==> src/rtl/multicycle_ctrl.sv <==
// Main control FSM for the multi-cycle CPU. It sequences one shared ALU, a unified
// req/ready memory port and the register file across several cycles per instruction.
module multicycle_ctrl #(
  parameter int unsigned TIMEOUT = 15,
  parameter int unsigned ALU_W   = 3
) (
  input  logic             clk,
  input  logic             rst,
  input  logic [5:0]       opcode,
  input  logic [5:0]       funcode,
  input  logic             zero,
  input  logic             mem_ready,
  output logic             mem_req,
  output logic             mem_write,
  output logic             iord,
  output logic             ir_write,
  output logic             pc_write,
  output logic [1:0]       pc_src,
  output logic             reg_write,
  output logic             wa_control,
  output logic             wd_control,
  output logic             alu_src_a,
  output logic [1:0]       alu_src_b,
  output logic [ALU_W-1:0] alu_control,
  output logic [1:0]       sign_ext_signal,
  output logic             illegal,
  output logic             bus_err,
  output logic [3:0]       state_o
);

  typedef enum logic [3:0] {
    FETCH  = 4'd0,
    DECODE = 4'd1,
    MEMADR = 4'd2,
    MEMRD  = 4'd3,
    MEMWB  = 4'd4,
    MEMWR  = 4'd5,
    REX    = 4'd6,
    RWB    = 4'd7,
    IEX    = 4'd8,
    IWB    = 4'd9,
    BR     = 4'd10,
    JMP    = 4'd11,
    TRAP   = 4'd15
  } state_t;

  localparam logic [5:0] OP_RTYPE = 6'h00;
  localparam logic [5:0] OP_J     = 6'h02;
  localparam logic [5:0] OP_BEQ   = 6'h04;
  localparam logic [5:0] OP_ADDI  = 6'h08;
  localparam logic [5:0] OP_ADDIU = 6'h09;
  localparam logic [5:0] OP_LUI   = 6'h0F;
  localparam logic [5:0] OP_LW    = 6'h23;
  localparam logic [5:0] OP_SW    = 6'h2B;
  localparam logic [5:0] FN_ADD   = 6'h20;

  localparam logic [ALU_W-1:0] ALU_ADD    = ALU_W'(0);
  localparam logic [ALU_W-1:0] ALU_SUB    = ALU_W'(1);
  localparam logic [ALU_W-1:0] ALU_PASS_B = ALU_W'(2);
  localparam logic [ALU_W-1:0] ALU_NONE   = {ALU_W{1'b1}};

  localparam logic [1:0] SRC_B_REG   = 2'b00;
  localparam logic [1:0] SRC_B_FOUR  = 2'b01;
  localparam logic [1:0] SRC_B_IMM   = 2'b10;
  localparam logic [1:0] SRC_B_IMMSH = 2'b11;

  localparam logic [1:0] EXT_SIGN = 2'b01;
  localparam logic [1:0] EXT_LUI  = 2'b10;

  // Last count value still allowed to wait; one more miss means timeout.
  localparam logic [7:0] CNT_LAST = 8'(TIMEOUT - 1);

  typedef struct packed {
    logic             mem_req;
    logic             mem_write;
    logic             iord;
    logic [1:0]       pc_src;
    logic             reg_write;
    logic             wa_control;
    logic             wd_control;
    logic             alu_src_a;
    logic [1:0]       alu_src_b;
    logic [ALU_W-1:0] alu_control;
    logic [1:0]       sign_ext_signal;
  } ctrl_t;

  state_t     state;
  state_t     state_next;
  logic [7:0] cnt;
  logic [7:0] cnt_next;
  logic       set_illegal;
  logic       set_bus_err;
  ctrl_t      ctrl;

  logic is_lw, is_sw, is_add, is_imm, is_beq, is_j;

  assign is_lw  = (opcode == OP_LW);
  assign is_sw  = (opcode == OP_SW);
  assign is_add = (opcode == OP_RTYPE) && (funcode == FN_ADD);
  assign is_imm = (opcode == OP_ADDI) || (opcode == OP_ADDIU) || (opcode == OP_LUI);
  assign is_beq = (opcode == OP_BEQ);
  assign is_j   = (opcode == OP_J);

  // Moore control word for a given state; IEX is the only state that also looks at the opcode.
  function automatic ctrl_t moore_outs(input state_t s, input logic [5:0] op);
    ctrl_t c;
    c = '0;
    c.alu_control = ALU_NONE;
    case (s)
      FETCH: begin
        c.mem_req     = 1'b1;
        c.alu_src_b   = SRC_B_FOUR;
        c.alu_control = ALU_ADD;
      end
      DECODE: begin
        c.alu_src_b       = SRC_B_IMMSH;
        c.alu_control     = ALU_ADD;
        c.sign_ext_signal = EXT_SIGN;
      end
      MEMADR: begin
        c.alu_src_a       = 1'b1;
        c.alu_src_b       = SRC_B_IMM;
        c.alu_control     = ALU_ADD;
        c.sign_ext_signal = EXT_SIGN;
      end
      MEMRD: begin
        c.mem_req = 1'b1;
        c.iord    = 1'b1;
      end
      MEMWB: begin
        c.reg_write  = 1'b1;
        c.wd_control = 1'b1;
      end
      MEMWR: begin
        c.mem_req   = 1'b1;
        c.mem_write = 1'b1;
        c.iord      = 1'b1;
      end
      REX: begin
        c.alu_src_a   = 1'b1;
        c.alu_src_b   = SRC_B_REG;
        c.alu_control = ALU_ADD;
      end
      RWB: begin
        c.reg_write  = 1'b1;
        c.wa_control = 1'b1;
      end
      IEX: begin
        c.alu_src_a = 1'b1;
        c.alu_src_b = SRC_B_IMM;
        if (op == OP_LUI) begin
          c.alu_control     = ALU_PASS_B;
          c.sign_ext_signal = EXT_LUI;
        end else begin
          c.alu_control     = ALU_ADD;
          c.sign_ext_signal = EXT_SIGN;
        end
      end
      IWB: c.reg_write = 1'b1;
      BR: begin
        c.alu_src_a   = 1'b1;
        c.alu_src_b   = SRC_B_REG;
        c.alu_control = ALU_SUB;
        c.pc_src      = 2'b01;
      end
      JMP:     c.pc_src = 2'b10;
      default: ;
    endcase
    return c;
  endfunction

  // NOTE: every signal assigned here gets a default first, so no path leaves one unassigned and no latch is inferred.
  always_comb begin
    state_next  = state;
    cnt_next    = cnt;
    set_illegal = 1'b0;
    set_bus_err = 1'b0;
    case (state)
      FETCH, MEMRD, MEMWR: begin
        if (mem_ready) begin
          case (state)
            FETCH:   state_next = DECODE;
            MEMRD:   state_next = MEMWB;
            default: state_next = FETCH;
          endcase
        end else if (cnt == CNT_LAST) begin
          state_next  = TRAP;
          set_bus_err = 1'b1;
        end else begin
          cnt_next = cnt + 8'd1;
        end
      end
      DECODE: begin
        if (is_lw || is_sw) begin
          state_next = MEMADR;
        end else if (is_add) begin
          state_next = REX;
        end else if (is_imm) begin
          state_next = IEX;
        end else if (is_beq) begin
          state_next = BR;
        end else if (is_j) begin
          state_next = JMP;
        end else begin
          state_next  = TRAP;
          set_illegal = 1'b1;
        end
      end
      MEMADR:                  state_next = is_sw ? MEMWR : MEMRD;
      REX:                     state_next = RWB;
      IEX:                     state_next = IWB;
      MEMWB, RWB, IWB, BR, JMP: state_next = FETCH;
      default:                 state_next = TRAP;
    endcase
    // The wait counter restarts whenever a memory-waiting state is newly entered.
    if ((state_next != state) && (state_next inside {FETCH, MEMRD, MEMWR})) begin
      cnt_next = '0;
    end
  end

  // NOTE: the control word is registered from the next state, so it lines up with the state register
  // it belongs to and reaches the datapath straight from flops.
  always_ff @(posedge clk) begin
    if (rst) begin
      state   <= FETCH;
      cnt     <= '0;
      illegal <= 1'b0;
      bus_err <= 1'b0;
      ctrl    <= moore_outs(FETCH, opcode);
    end else begin
      state   <= state_next;
      cnt     <= cnt_next;
      illegal <= illegal | set_illegal;
      bus_err <= bus_err | set_bus_err;
      ctrl    <= moore_outs(state_next, opcode);
    end
  end

  assign mem_req         = ctrl.mem_req;
  assign mem_write       = ctrl.mem_write;
  assign iord            = ctrl.iord;
  assign pc_src          = ctrl.pc_src;
  assign reg_write       = ctrl.reg_write;
  assign wa_control      = ctrl.wa_control;
  assign wd_control      = ctrl.wd_control;
  assign alu_src_a       = ctrl.alu_src_a;
  assign alu_src_b       = ctrl.alu_src_b;
  assign alu_control     = ctrl.alu_control;
  assign sign_ext_signal = ctrl.sign_ext_signal;
  assign state_o         = state;

  // IR and PC loads complete in the same cycle the fetch is acknowledged.
  assign ir_write = (state == FETCH) && mem_ready;
  assign pc_write = ((state == FETCH) && mem_ready) || ((state == BR) && zero) || (state == JMP);

  mem_write_has_req: assert property (@(posedge clk) disable iff (rst) mem_write |-> mem_req);
  cnt_in_range:      assert property (@(posedge clk) disable iff (rst) cnt <= CNT_LAST);
  flags_only_trap:   assert property (@(posedge clk) disable iff (rst) (illegal || bus_err) |-> (state == TRAP));

endmodule

==> config.mk <==
export PLATFORM = sky130hd
export DESIGN_NAME = multicycle_ctrl
export DESIGN_NICKNAME = d
export VERILOG_FILES = /design/src/rtl/multicycle_ctrl.sv
export SDC_FILE = /design/constraint.sdc
export NUM_CORES = 1
export LEC_CHECK = 0
export ABC_CLOCK_PERIOD_IN_PS = 5270
export BUFFER_PORTS_ARGS = -buffer_cell sky130_fd_sc_hd__buf_2
export CORE_MARGIN = 8
export CORE_UTILIZATION = 25
export DETAILED_ROUTE_END_ITERATION = 10
export GPL_TIMING_DRIVEN = 0
export HOLD_SLACK_MARGIN = 0.15
export SKIP_LAST_GASP = 1
export SLEW_MARGIN = 20
export SYNTH_ARGS = -nofsm -noshare
export SYNTH_HDL_FRONTEND = slang
export SYNTH_SLANG_ARGS = --single-unit
==> constraint.sdc <==
create_clock -name clk -period 5.27 [get_ports clk]
set_clock_uncertainty 0.1 [all_clocks]
set_input_delay 1.581 -clock clk [delete_from_list [all_inputs] [get_ports clk]]
set_output_delay 1.581 -clock clk [all_outputs]
set_load 0.005 [all_outputs]
==> metrics.md <==
| Metric | Value |
|---|---|
| Run status | completed |
| Drt total wl | between 4000 and 5000 um |
| Clock buffer count from CTS | 5 |
| Critical Path Fanout Max | 8 |
| Number of remaining DRC errors | 0 |
| CTS Hold Bufs | 0 |
| Simple-gate area share of the yosys netlist | 0.2715 |
| Max_cap viols | 0 |
| Area of the multi-input gates | between 0.001 and 0.0015 mm^2 |
| Core outline area | between 0.006 and 0.007 mm^2 |
| Via count | ~1600 |
| Routed vias/inst | ~4.7 |
| Vias in the first global route | between 1500 and 2000 |
| Ranking of synthesized cells by area | dfxtp_1, nor2_1, a21oi_1, xnor2_1, xor2_1 |
| Gr usage total | 0.09699 |
| Routed Antenna Nets | 0 |
| RD Place Congestion | about 0.87 |
| Die Footprint | approximately 0.0099 mm^2 |
| CTS tree | built |
| Hold crit path type | register to register |
| Slew Limit Fails | 0 |
| Initial antenna violation count | 0 |
| Post-synthesis xor/xnor area fraction | 0.06948 |
| Mean Syn Cell Area | a little over 9 um^2 |
| CP Class | input pin to register |
| Cells after synthesis | 190 |
| Dpl hpwl | 3551 um |
| Peak supply drop | between 0.00015 and 0.0002 V |
| Fmax | about 0.26 GHz |
| Nets | between 200 and 300 |
| Pleak | 0.8489 nW |
| Layout cells sized above 1 | 0.3205 |
| Flop-to-flop setup slack | roughly 2500 ps |
| Final setup violation count | 0 |
| Skew-Pair Late Insertion Delay | about 280 ps |
| Pwr Total | around 0.0014 W |
| Share of flip-flops with an asynchronous set or reset | 0 |
| Diode count | 0 |
| Setup TNS | 0 ps |
| Die H | between 90 and 100 um |
| Global-route wire length before repair | about 7600 um |
| Post CTS Setup Buffer Count | 0 |
| R2R cell count | 7 |
| Reg2reg start | state_o[3] |
| Initial DRC Count | around 170 |
| EDFF count, synth | 0 |
| Router iterations before antenna repair | 4 |
| Sequential share of the synthesized area | 0.3438 |
| WP data arrival | 3880 ps |
| CP endpoint kind | register |
| Hold endpoint | illegal |
| Area grow syn2layout | 22.64% |
| Critical Path RT | 5330 ps |
| FILL cells | 751 |
| Yosys cell types | 62 |
| Endpoints failing hold | 0 |
| Fin crit share | 0.7262 |
| Mux cell area share after synthesis | 0 |
| Reg area | 600.6 um^2 |
| Main synth FF type | dfxtp_1 |
| Clk sink count | 30 |
| Die X | 99.59 um |
| Largest family of logic cells by synthesized area | simple AND/OR/NAND/NOR gates |
| CP startpoint kind | input pin |
| Setup repair after global routing missed its margin | false |
| Yosys top cell area share | 0.3438 |
| Crit path time final | roughly 3800 ps |
| Synth top cells by count | dfxtp_1, nor2_1, nand2_1 |
| Synth Cell Area | around 0.0017 mm^2 |
| PortBufs | 36 |
| # H-tree levels | 2 |
| DR WL/cell | ~14 um |
| Root buffer cell | clkbuf_8 |
| Max-slew headroom | 0.3341 |
| Adder-Cell Fraction of Synth Area | 0.01433 |
| Initial Utilization | 0.2571 |
| Largest net degree at the start of global routing | 11 |
| Clk slew on worst S/H paths | 60 ps |
| Largest area contributor in the netlist | dfxtp_1 |
| FF-to-FF End | cnt[4] |
| Hold Path Cell Cnt | 2 |
| I/O pin cnt | 40 |
| Synth Area in Compound Gates | 0.2457 |
| Rows | 30 |
| Yosys warning count | 0 |
| Hold path startpoint | illegal |
| Mapped Nets | 208 |
| PostCTS Resize Cnt | 0 |
| Max Buffers Root-to-Sink | 2 |
| Actual slew at the worst max-slew pin | between 900 and 1000 ps |
| Top-count cell post-synth | dfxtp_1 |
| Grt ovf | 0 |
| Synthesized flop and latch total | 30 |
| PD cells | 660.9 mW/mm^2 |
layout make-up:
type | instances | area share
Inverter | 8 | 0.01402
Clock inverter | 2 | 0.005841
Timing Repair Buffer | 36 | 0.08411
Multi-Input combinational cell | 144 | 0.4901
Tap cell | 96 | 0.05607
Clock buffer | 6 | 0.03855
Sequential cell | 30 | 0.2804
Buffer | 8 | 0.03096
per-stage QoR:
stage | hold slack [ps] | utilization | worst slack, ps | area (um^2) | instances
6_report | 345.8 | 0.3153 | 1443 | 2142 | 330
5_1_grt | 376.0 | 0.3153 | 1264 | 2142 | 330
4_1_cts | 352.8 | 0.3153 | 1452 | 2142 | 330
3_5_place_dp | 343.6 | 0.3013 | 1160 | 2047 | 322
3_3_place_gp | 337.4 | 0.3013 | 1190 | 2047 | 322
2_1_floorplan | 340.1 | - | 1676 | 1747 | 190
cells by family after synthesis:
family                     Yosys count
buffers and inverters               16
xor gates and xnor gates            13
adders and majority gates            2
AOI/OAI and AO/OA                   46
and+or+nand+nor                     83
DFF                                 30
power breakdown:
group	switching (W)	total (W)	internal [W]
Combinational	0.000530	0.000913	0.000383
Clock	0.0000865	0.000191	0.000105
Sequential	0.0000288	0.000311	0.000283
Total	0.000645	0.00142	0.000770
how the worst max path moves through the flow:
stage          slack, ps  startpoint      to
2_1_floorplan       1680   opcode[2]  cnt[0]
3_3_place_gp        1190  funcode[1]  cnt[6]
3_5_place_dp        1160  funcode[1]  cnt[4]
4_1_cts             1450  funcode[1]  cnt[4]
5_1_grt             1260  funcode[1]  cnt[4]
6_report            1440  funcode[1]  cnt[4]
critical path: stages:
cell and delay, ps:
buf_2 90, nor4b_1 300, nand4_1 260, a221oi_1 930, o311ai_4 250, a32oi_4 380
nor2_1 90
routing by layer:
layer	up-vias	wire, um	GRT usage	share of wire
li1	789	-	-	-
met4	0	125	0.06170	0.027
met2	41	2010	0.1395	0.43
met1	726	2184	0.1237	0.47
met3	9	304	0.02723	0.066
met5	-	0	0	0
cell usage in the layout (no fill, tap or decap), drive strengths merged, types with 3 or more instances in the layout:
cell	n
and3	4
nand3	3
clkbuf	7
a21oi	11
or4b	3
xnor2	7
nand4	6
xor2	6
o211ai	3
dfxtp	30
o21ai	4
buf	43
inv	8
nor3	6
nand2	13
nor4	3
or2	6
o22ai	3
nor2	26
state kept, by name, indices dropped and copies added, names as in the netlist:
| signal | flops |
|---|---|
| alu_control | 3 |
| pc_src | 2 |
| wd_control | 1 |
| mem_req | 1 |
| alu_src_b | 2 |
| bus_err | 1 |
| cnt | 8 |
| illegal | 1 |
| iord | 1 |
| state_o | 4 |
| alu_src_a | 1 |
| reg_write | 1 |
| sign_ext_signal | 2 |
| wa_control | 1 |
| mem_write | 1 |
No activity file was read; power rests on OpenSTA's default activity.
